File: config.mk
export PLATFORM = sky130hd
export DESIGN_NAME = chunked_adder_seq
export DESIGN_NICKNAME = d
export VERILOG_FILES = /design/src/rtl/chunked_adder_seq.sv
export SDC_FILE = /design/constraint.sdc
export NUM_CORES = 1
export LEC_CHECK = 0
export ABC_CLOCK_PERIOD_IN_PS = 3200
export CORE_MARGIN = 5
export CORE_UTILIZATION = 50
export DETAILED_ROUTE_END_ITERATION = 8
export GPL_TIMING_DRIVEN = 1
export PLACE_DENSITY = 0.89
export SLEW_MARGIN = 30
export SYNTH_ARGS = -nofsm -noshare
export SYNTH_HDL_FRONTEND = slang
export SYNTH_SLANG_ARGS = --single-unit
File: constraint.sdc
create_clock -name clk -period 3.2 [get_ports clk]
set_input_delay 0.64 -clock clk [delete_from_list [all_inputs] [get_ports clk]]
set_output_delay 0.64 -clock clk [all_outputs]
set_load 0.01 [all_outputs]
File: src/rtl/chunked_adder_seq.sv
// chunked_adder_seq: multi-cycle wide adder, one N-bit chunk per clock with a carry register
module chunked_adder_seq #(
  parameter int N     = 4,
  parameter int WORDS = 4
) (
  input  logic                 clk,
  input  logic                 rst,
  input  logic                 start,
  input  logic [N*WORDS-1:0]   a,
  input  logic [N*WORDS-1:0]   b,
  output logic [N*WORDS-1:0]   sum,
  output logic                 cout,
  output logic                 overflow,
  output logic                 busy,
  output logic                 done
);
  localparam int W  = N * WORDS;
  localparam int IW = (WORDS > 1) ? $clog2(WORDS) : 1;
  typedef enum logic [1:0] {IDLE, RUN, DONE} state_t;
  state_t          state_q, state_d;
  logic [W-1:0]    a_q, a_d, b_q, b_d, sum_q, sum_d;
  logic [IW-1:0]   idx_q, idx_d;
  logic            c_q, c_d, cout_q, cout_d, ovf_q, ovf_d, busy_q, busy_d, done_q, done_d;
  logic [N:0]      chunk;
  logic            last;
  assign chunk    = {1'b0, a_q[idx_q*N +: N]} + {1'b0, b_q[idx_q*N +: N]} + {{N{1'b0}}, c_q};
  assign last     = idx_q == IW'(WORDS - 1);
  assign sum      = sum_q;
  assign cout     = cout_q;
  assign overflow = ovf_q;
  assign busy     = busy_q;
  assign done     = done_q;
  // state and datapath registers, reset has priority
  always_ff @(posedge clk) begin
    if (rst) begin
      state_q <= IDLE;
      a_q     <= '0;
      b_q     <= '0;
      sum_q   <= '0;
      idx_q   <= '0;
      c_q     <= 1'b0;
      cout_q  <= 1'b0;
      ovf_q   <= 1'b0;
      busy_q  <= 1'b0;
      done_q  <= 1'b0;
    end else begin
      state_q <= state_d;
      a_q     <= a_d;
      b_q     <= b_d;
      sum_q   <= sum_d;
      idx_q   <= idx_d;
      c_q     <= c_d;
      cout_q  <= cout_d;
      ovf_q   <= ovf_d;
      busy_q  <= busy_d;
      done_q  <= done_d;
    end
  end
  // next state: start accepted only in IDLE, RUN ends after the last chunk
  always_comb begin
    state_d = state_q;
    case (state_q)
      IDLE:    state_d = start ? RUN : IDLE;
      RUN:     state_d = last ? DONE : RUN;
      default: state_d = IDLE;
    endcase
  end
  // registered status outputs follow the next state so they line up with it
  always_comb begin
    busy_d = state_d != IDLE;
    done_d = state_d == DONE;
  end
  // operand capture on accept, one chunk written per RUN cycle
  always_comb begin
    a_d    = a_q;
    b_d    = b_q;
    sum_d  = sum_q;
    idx_d  = idx_q;
    c_d    = c_q;
    cout_d = cout_q;
    ovf_d  = ovf_q;
    if (state_q == IDLE && start) begin
      a_d    = a;
      b_d    = b;
      sum_d  = '0;
      idx_d  = '0;
      c_d    = 1'b0;
      cout_d = 1'b0;
      ovf_d  = 1'b0;
    end else if (state_q == RUN) begin
      sum_d[idx_q*N +: N] = chunk[N-1:0];
      c_d   = chunk[N];
      idx_d = idx_q + 1'b1;
      if (last) begin
        cout_d = chunk[N];
        ovf_d  = (a_q[W-1] & b_q[W-1] & ~chunk[N-1]) | (~a_q[W-1] & ~b_q[W-1] & chunk[N-1]);
      end
    end
  end
endmodule

# Word level (Yosys, flattened, before mapping)
# Cells that the tools add are included.
[classes]
addsub = 4
n_mul = 0
n_div = 0
magnitude_cmp = 0
eq_ne = 3
shifts = 4
mux = 4
n_bitwise = 8
reduce_logical = 5
[op_table]
columns = ["cell", "count"]
rows = [
  ["negator 4 -> 34 bit", 1],
  ["variable shift 4 x 34 -> 16 bit, first input constant", 1],
  ["indexed part select 4 x 34 -> 16 bit", 1],
  ["indexed part select 16 x 5 -> 4 bit", 2],
  ["bitwise mux 16 bit", 1],
  ["adder 4 x 4 -> 5 bit", 1],
  ["adder 5 x 1 -> 5 bit", 1],
  ["AND 1 bit", 4],
  ["equality test 2 bit, second input constant", 2],
  ["one-hot mux 2 bit (2 select lines)", 1],
  ["NOT 1 bit", 3],
  ["adder 2 x 1 -> 2 bit, second input constant", 1],
  ["equality test 2 x 1 -> 1 bit, second input constant", 1],
  ["logical NOT 2 bit", 1],
  ["2-to-1 mux 2 bit", 1],
  ["AND reduction 2 bit", 1],
  ["nonzero test 2 bit", 1],
  ["OR reduction 2 bit", 1],
  ["logical AND 1 bit", 1],
  ["2-to-1 mux 1 bit", 1],
  ["OR 1 bit", 1],
]
[totals]
ff_bits = 57
latchBits = 0
ramBits = 0
romBits = 0
inputBits = 35
memories = 0

# Longest topological paths before layout
# Gate-level depths: netlist of the first run.
[logic_depth]
depth_word = 6
mapped_depth = 7
mapped_depth_nobuf = 6

# Worst setup path before layout of the first run
# OpenSTA, ideal clock, no wires.
[synth_path]
path_type = "reg-to-reg"
from = "register idx_q[0]"
to = "register cout_q, in the netlist cout"
setup_ns = 0.139
arrival_time_ns = 2.621
required_time_ns = 3.061
setup_slack_ns = 0.440
stages_incl_launch_ff = 8
path_cell_list = "dfxtp_1 -> buf_2 -> mux4_2 -> fa_1 -> fa_1 -> a21o_1 -> a21oi_1 -> a311oi_1"
[synth_between]
elab_chain_len = 3
elab_cells_between_ends = 6
[synth_lines]
columns = ["element", "line_no", "rtl"]
rows = [
  ["from (decl)", "22", "logic [IW-1:0] idx_q, idx_d;"],
  ["from (signal assigned)", "51", "idx_q <= idx_d;"],
  ["indexed part select 16 x 5 -> 4 bit", "26", "assign chunk = {1'b0, a_q[idx_q*N +: N]} + {1'b0, b_q[idx_q*N +: N]} + {{N{1'b0}}, c_q};"],
  ["adder 4 x 4 -> 5 bit", "26", ""],
  ["adder 5 x 1 -> 5 bit", "26", ""],
  ["to (signal assigned)", "53", "cout_q <= cout_d;"],
  ["to (decl)", "23", "logic c_q, c_d, cout_q, cout_d, ovf_q, ovf_d, busy_q, busy_d, done_q, done_d;"],
]
# Several ways; a longest one is shown, not always the timed one.
# A chain may end at the register's enable or synchronous reset.

# Final worst setup path of the first run
# Same ends and word-level chain as after synthesis.

==> results of run 1 <==
[critical path: cells and delay by family, from the launching register on]
kind	cells	cell delay (ps)
AO/OA/AOI/OAI	3	520
adder cells (fa/ha/maj)	2	870
flip-flops	1	620
multiplexers	1	590
[stage by stage]
step / util (%) / cell area (um^2)
6_report: 68.92 / 3277
4_1_cts: 68.92 / 3277
3_5_place_dp: 64.61 / 3072
5_1_grt: 68.92 / 3277
3_3_place_gp: 64.61 / 3072
2_1_floorplan: - / 2466
[synth_stat cells (all sizes together)]
master  instances  area share, %
o211a           1           0.41
nand2b          4            1.1
ha              9            4.6
nor2b           2           0.51
nand2          76             12
nor2           21            3.2
clkbuf         10            1.5
and3b           1           0.36
o21ai           1           0.20
a21boi          1           0.30
mux4            8            7.3
nor4b           1           0.96
dfxtp          57             46
fa              2            1.6
nand3b          2           0.76
or2             1           0.25
xor2            1           0.36
nor3            2           0.81
a21o            1           0.30
or3b            4            1.4
o31a            1           0.36
a21oi          43            8.7
a211oi          1           0.30
a311oi          1           0.36
inv             2           0.30
a22oi          12            3.7
nor4            2            1.1
buf             6            1.2
nand3           1           0.20
[cell type report]
cell class,count,area share (%)
clock buffer,11,4.620
multi-input combinational,199,38.26
tap,67,2.558
inverter,2,0.2291
sequential,57,34.82
clock inverter,5,1.642
timing repair buffer,60,17.87
[routing by layer]
layer | GRT usage (%) | up-vias | share of wire [%]
met2 | 32.53 | 71 | 49
met1 | 21.64 | 952 | 42
met3 | 5.605 | 13 | 6.1
met5 | 0 | - | 0
met4 | 10.30 | 0 | 2.4
li1 | - | 1050 | -
[registers in the layout (all words and copies together), names as in the netlist]
register / flops
overflow: 1
cout: 1
state_q: 2
sum: 16
idx_q: 2
busy: 1
done: 1
c_q: 1
b_q: 16
a_q: 16
[layout by cell type (no fill, tap or decap), types with 2 or more instances in the layout]
cell,instances
a22oi_1,12
clkbuf_8,11
fa_1,2
buf_4,6
inv_1,2
ha_1,9
dfxtp_1,57
nand2_1,76
clkinv_2,3
a21oi_1,43
clkdlybuf4s50_1,54
or3b_1,4
nor2_1,20
mux4_2,8
nor3_2,2
nand2b_1,3
nor2b_1,2
[where the power goes]
| group | leakage [nW] | internal [mW] | switching (mW) |
|---|---|---|---|
| logic | 0.645 | 0.0986 | 0.103 |
| clock network | 0.109 | 0.399 | 0.290 |
| registers | 0.465 | 0.740 | 0.0224 |
[worst paths after layout]
path              startpoint  depth (start not counted)       to
setup / recovery    idx_q[0]                          6     cout
hold / removal       b_q[11]                          2  b_q[11]
setup reg to reg    idx_q[0]                          6     cout
hold reg to reg      b_q[11]                          2  b_q[11]
[cell families after synthesis]
kind of cell,share of synthesized area [%]
flops,46.27
fa+ha+maj,6.190
mux,7.306
buf+inv,2.993
xor+xnor,0.3552
simple gates,22.27
compound gates,14.61
==> results.py, run 1 <==
metrics = {
    "cts": {
        "clockBufferDepth": 2,
        "clkLatencyLatePin_ps": 340,
        "cts_resized": 0,
        "cts_hold_buf": 0,
        "cts_made_buffers": 9,
        "cts_tree": "built",
        "cts.sinks": 57,
        "htreeDepth": 3,
        "root_buffer": "clkbuf_8",
        "cts_setup_buffers": 0,
        "cts.reportedPaths.clkPinSlew_ps": 70,
    },
    "critical_path": {
        "slowest_delay_ps": 620,
        "crit_type": "flop to flop",
        "path_cells": "mux4_2 -> fa_1 -> fa_1 -> a21o_1 -> a21oi_1 -> a311oi_1",
        "critPathRequiredTime_ps": 3390,
        "crit_slowest_cell": "dfxtp_1",
        "endpoint_kind": "flop",
        "worstPathArrival_ps": 2940,
        "startpoint_type": "flop",
        "cp_max_fo": 8,
        "r2r_setup_slack_ps": 440,
        "crit_path_frequent_cell": "fa_1",
    },
    "route": {
        "ant_nets": 0,
        "drc": 0,
        "wl_per_cell_um": 14.35,
        "drt-initial-drc-count": 153,
        "drtPass1Iterations": 4,
        "viasPerCell": 5.202,
        "wl_mm": 5.756,
        "dr_total_vias": 2086,
    },
    "placed_design": {
        "numPortBuffers": 54,
        "pre_cts_ws_ps": 451.4,
        "place_congestion": 0.8630,
        "dp.cells": 385,
        "hpwl_mm": 4.215,
    },
    "floorplanning": {
        "dieArea_mm2": 0.006437,
        "start_util_pct": 51.87,
        "dieWidth_um": 80.23,
        "die_h_um": 80.23,
        "core_mm2": 0.004755,
        "io_pins": 55,
        "rows": 25,
    },
    "logic_synthesis": {
        "ys_ff_latch": 57,
        "synth_nets": 320,
        "netlist_instances": 274,
        "syn-cell-area_mm2": 0.002466,
        "ys_types": 33,
        "ys_seq_area_share_pct": 46.27,
        "avgSynthCellArea_um2": 9.000,
        "ys_warn_count": 0,
    },
    "layout": {
        "layout.nets": 375,
        "nFillCells": 394,
        "multi_input_area_mm2": 0.001254,
        "syn2layout_area_growth_pct": 32.88,
        "fin_cells": 401,
        "diodes": 0,
        "final-seq-area_mm2": 0.001141,
        "layout-drive-gt1-share_pct": 11.38,
    },
    "timing": {
        "relSlewSlack_pct": 55.09,
        "fin_crit_sh_pct": 86.17,
        "finClkSkew_ps": 7.202,
        "setup_slack_ps": 442.6,
        "holdWs_ps": 455.6,
        "setup_viol": 0,
        "worst_pin_slew_ps": 672.3,
        "timing.fmax_ghz": 0.3627,
        "setup-tns-final_ps": 0,
        "period_minus_slack_ps": 2757,
        "rsz0062_at_grt": "no",
        "final_hold_viol_count": 0,
        "slew_violations": 0,
    },
    "outcome": {
        "outcome": "completed",
    },
    "worst_hold_path": {
        "worstHoldPathType": "flop to flop",
    },
    "grt": {
        "antenna_found_initial": 0,
        "grt_pass1_vias": 2060,
        "grt_max_degree": 38,
        "track_usage_pct": 19.22,
        "grt_pass1_wl_mm": 9.342,
        "grt-ovfl-total": 0,
    },
    "run": {
        "drv_cap": 0,
    },
    "power": {
        "power_mw": 1.652,
        "peakVddDrop_uv": 277.4,
        "p_per_area_mw_per_mm2": 504.0,
        "p_leak_nw": 1.219,
    },
}
(Power assumes the default switching activity.)
==> run 2: changes to the inputs <==
Settings changed: RECOVER_POWER set to 100.
==> run 2 against run 1 <==
  * Worst hold slack barely moved
  * Critical path depth stayed put
  * Setup slack worse by 15 ps
  * First-iteration DRC count decreased by 12%
==> results.py, run 2 (same netlist as run 1, synthesis figures left out) <==
metrics = {
    "placed_design": {
        "dp.cells": 385,
        "numPortBuffers": 54,
        "place_congestion": 0.8630,
        "hpwl_mm": 4.215,
    },
    "cts": {
        "cts_made_buffers": 9,
        "cts_resized": 0,
        "root_buffer": "clkbuf_8",
        "clockBufferDepth": 2,
        "htreeDepth": 3,
        "cts.reportedPaths.clkPinSlew_ps": 60,
        "cts_hold_buf": 0,
        "clkLatencyLatePin_ps": 340,
        "cts_setup_buffers": 0,
        "cts.sinks": 57,
        "cts_tree": "built",
    },
    "route": {
        "wl_mm": 5.755,
        "wl_per_cell_um": 14.35,
        "viasPerCell": 5.219,
        "drtPass1Iterations": 4,
        "dr_total_vias": 2093,
        "drc": 0,
        "drt-initial-drc-count": 134,
        "ant_nets": 0,
    },
    "floorplanning": {
        "io_pins": 55,
        "die_h_um": 80.23,
        "start_util_pct": 51.87,
        "dieWidth_um": 80.23,
        "rows": 25,
        "dieArea_mm2": 0.006437,
        "core_mm2": 0.004755,
    },
    "layout": {
        "syn2layout_area_growth_pct": 32.27,
        "layout_commonest_cell": "nand2_1",
        "layout-drive-gt1-share_pct": 10.18,
        "nFillCells": 401,
        "diodes": 0,
        "fin_cells": 401,
        "layout_common_cells": "76 x nand2_1, 57 x dfxtp_1, 43 x a21oi_1",
        "layout.nets": 375,
    },
    "timing": {
        "final_hold_viol_count": 0,
        "period_minus_slack_ps": 2772,
        "relSlewSlack_pct": 11.44,
        "timing.fmax_ghz": 0.3607,
        "slew_violations": 0,
        "setup_viol": 0,
        "setup-tns-final_ps": 0,
        "fin_crit_sh_pct": 86.63,
        "finClkSkew_ps": 4.487,
        "rsz0062_at_grt": "no",
        "worst_pin_slew_ps": 1328,
    },
    "critical_path": {
        "worstPathArrival_ps": 2950,
        "crit_type": "flop to flop",
        "endpoint_kind": "flop",
        "path_cells": "mux4_2 -> fa_1 -> fa_1 -> a21o_1 -> a21oi_1 -> a311oi_1",
        "crit_path_frequent_cell": "fa_1",
        "critPathRequiredTime_ps": 3380,
        "cp_max_fo": 8,
        "reg2regPathDepth": 6,
        "cp_num_buf_inv": 0,
        "startpoint_type": "flop",
        "crit_cells": 6,
        "crit_family": "adder cells",
        "critPathCapture": "cout",
        "slowest_delay_ps": 620,
        "rr_endpoint": "cout",
        "crit_slowest_cell": "dfxtp_1",
        "r2r_setup_slack_ps": 430,
        "cp-startpoint": "idx_q[0]",
        "r2r_start": "idx_q[0]",
    },
    "grt": {
        "antenna_found_initial": 0,
        "track_usage_pct": 19.22,
        "grt_pass1_vias": 2060,
        "grt_max_degree": 38,
        "grt-ovfl-total": 0,
        "grt_pass1_wl_mm": 9.342,
    },
    "outcome": {
        "outcome": "completed",
    },
    "run": {
        "drv_cap": 0,
    },
    "power": {
        "p_per_area_mw_per_mm2": 504.1,
        "peakVddDrop_uv": 277.7,
        "p_leak_nw": 1.274,
    },
    "worst_hold_path": {
        "worstHoldPathType": "flop to flop",
    },
}
[run 2: cell types whose count changed in the layout (fill, tap and decap cells not counted)]
cell / delta
clkbuf_1: +4
clkdlybuf4s50_1: -21
buf_4: -4
dlygate4sd3_1: +21
[run 2: through the flow]
stage / total power, mW / util, % / area (um^2) / setup slack, ps / hold WS, ps
6_report: 1.644 / 68.61 / 3262 / 427.8 / 455.5
5_1_grt: 1.708 / 68.61 / 3262 / 230.7 / 472.6
4_1_cts: 1.656 / 68.92 / 3277 / 431.6 / 455.5
3_5_place_dp: 0.9786 / 64.61 / 3072 / 451.4 / 447.3
3_3_place_gp: 0.9691 / 64.61 / 3072 / 546.6 / 440.1
2_1_floorplan: 0.8935 / - / 2466 / 440.2 / 433.1
[run 2: worst reg2reg max path, delay by kind of cell, from the launching register on]
| family | cells | cell delay, ps |
|---|---|---|
| mux | 1 | 600 |
| fa+ha+maj | 2 | 870 |
| flops | 1 | 620 |
| compound gates | 3 | 530 |
[run 2: layout make-up]
class                   instances  area [um^2]  share of cell area [%]
clock inverters                 5        53.80                   1.649
repair buffers                 60        570.5                   17.49
clock buffers                  11        151.4                   4.641
inverters                       2        7.507                  0.2301
flip-flops and latches         57         1141                   34.98
multi-input cells             199         1254                   38.43
well taps                      67        83.83                   2.570
[run 2: worst min path at each step]
stage	start	to	cells past startpoint
2_1_floorplan	a_q[10]	a_q[10]	2
4_1_cts	b_q[10]	b_q[10]	2
5_1_grt	a_q[1]	a_q[1]	2
3_3_place_gp	b_q[2]	b_q[2]	2
6_report	b_q[10]	b_q[10]	2
3_5_place_dp	b_q[10]	b_q[10]	2
[run 2: power by group]
| part | total (mW) | switching [mW] | internal (mW) |
|---|---|---|---|
| sequential | 0.762 | 0.0222 | 0.740 |
| clock | 0.683 | 0.285 | 0.399 |
| combinational | 0.199 | 0.104 | 0.0954 |
| total | 1.64 | 0.411 | 1.23 |
[run 2: routing by layer]
| metal | global-route usage (%) | share of wire, % |
|---|---|---|
| met1 | 21.64 | 42 |
| met2 | 32.53 | 49 |
| met3 | 5.605 | 6.8 |
| met4 | 10.30 | 2.8 |
| met5 | 0 | 0 |
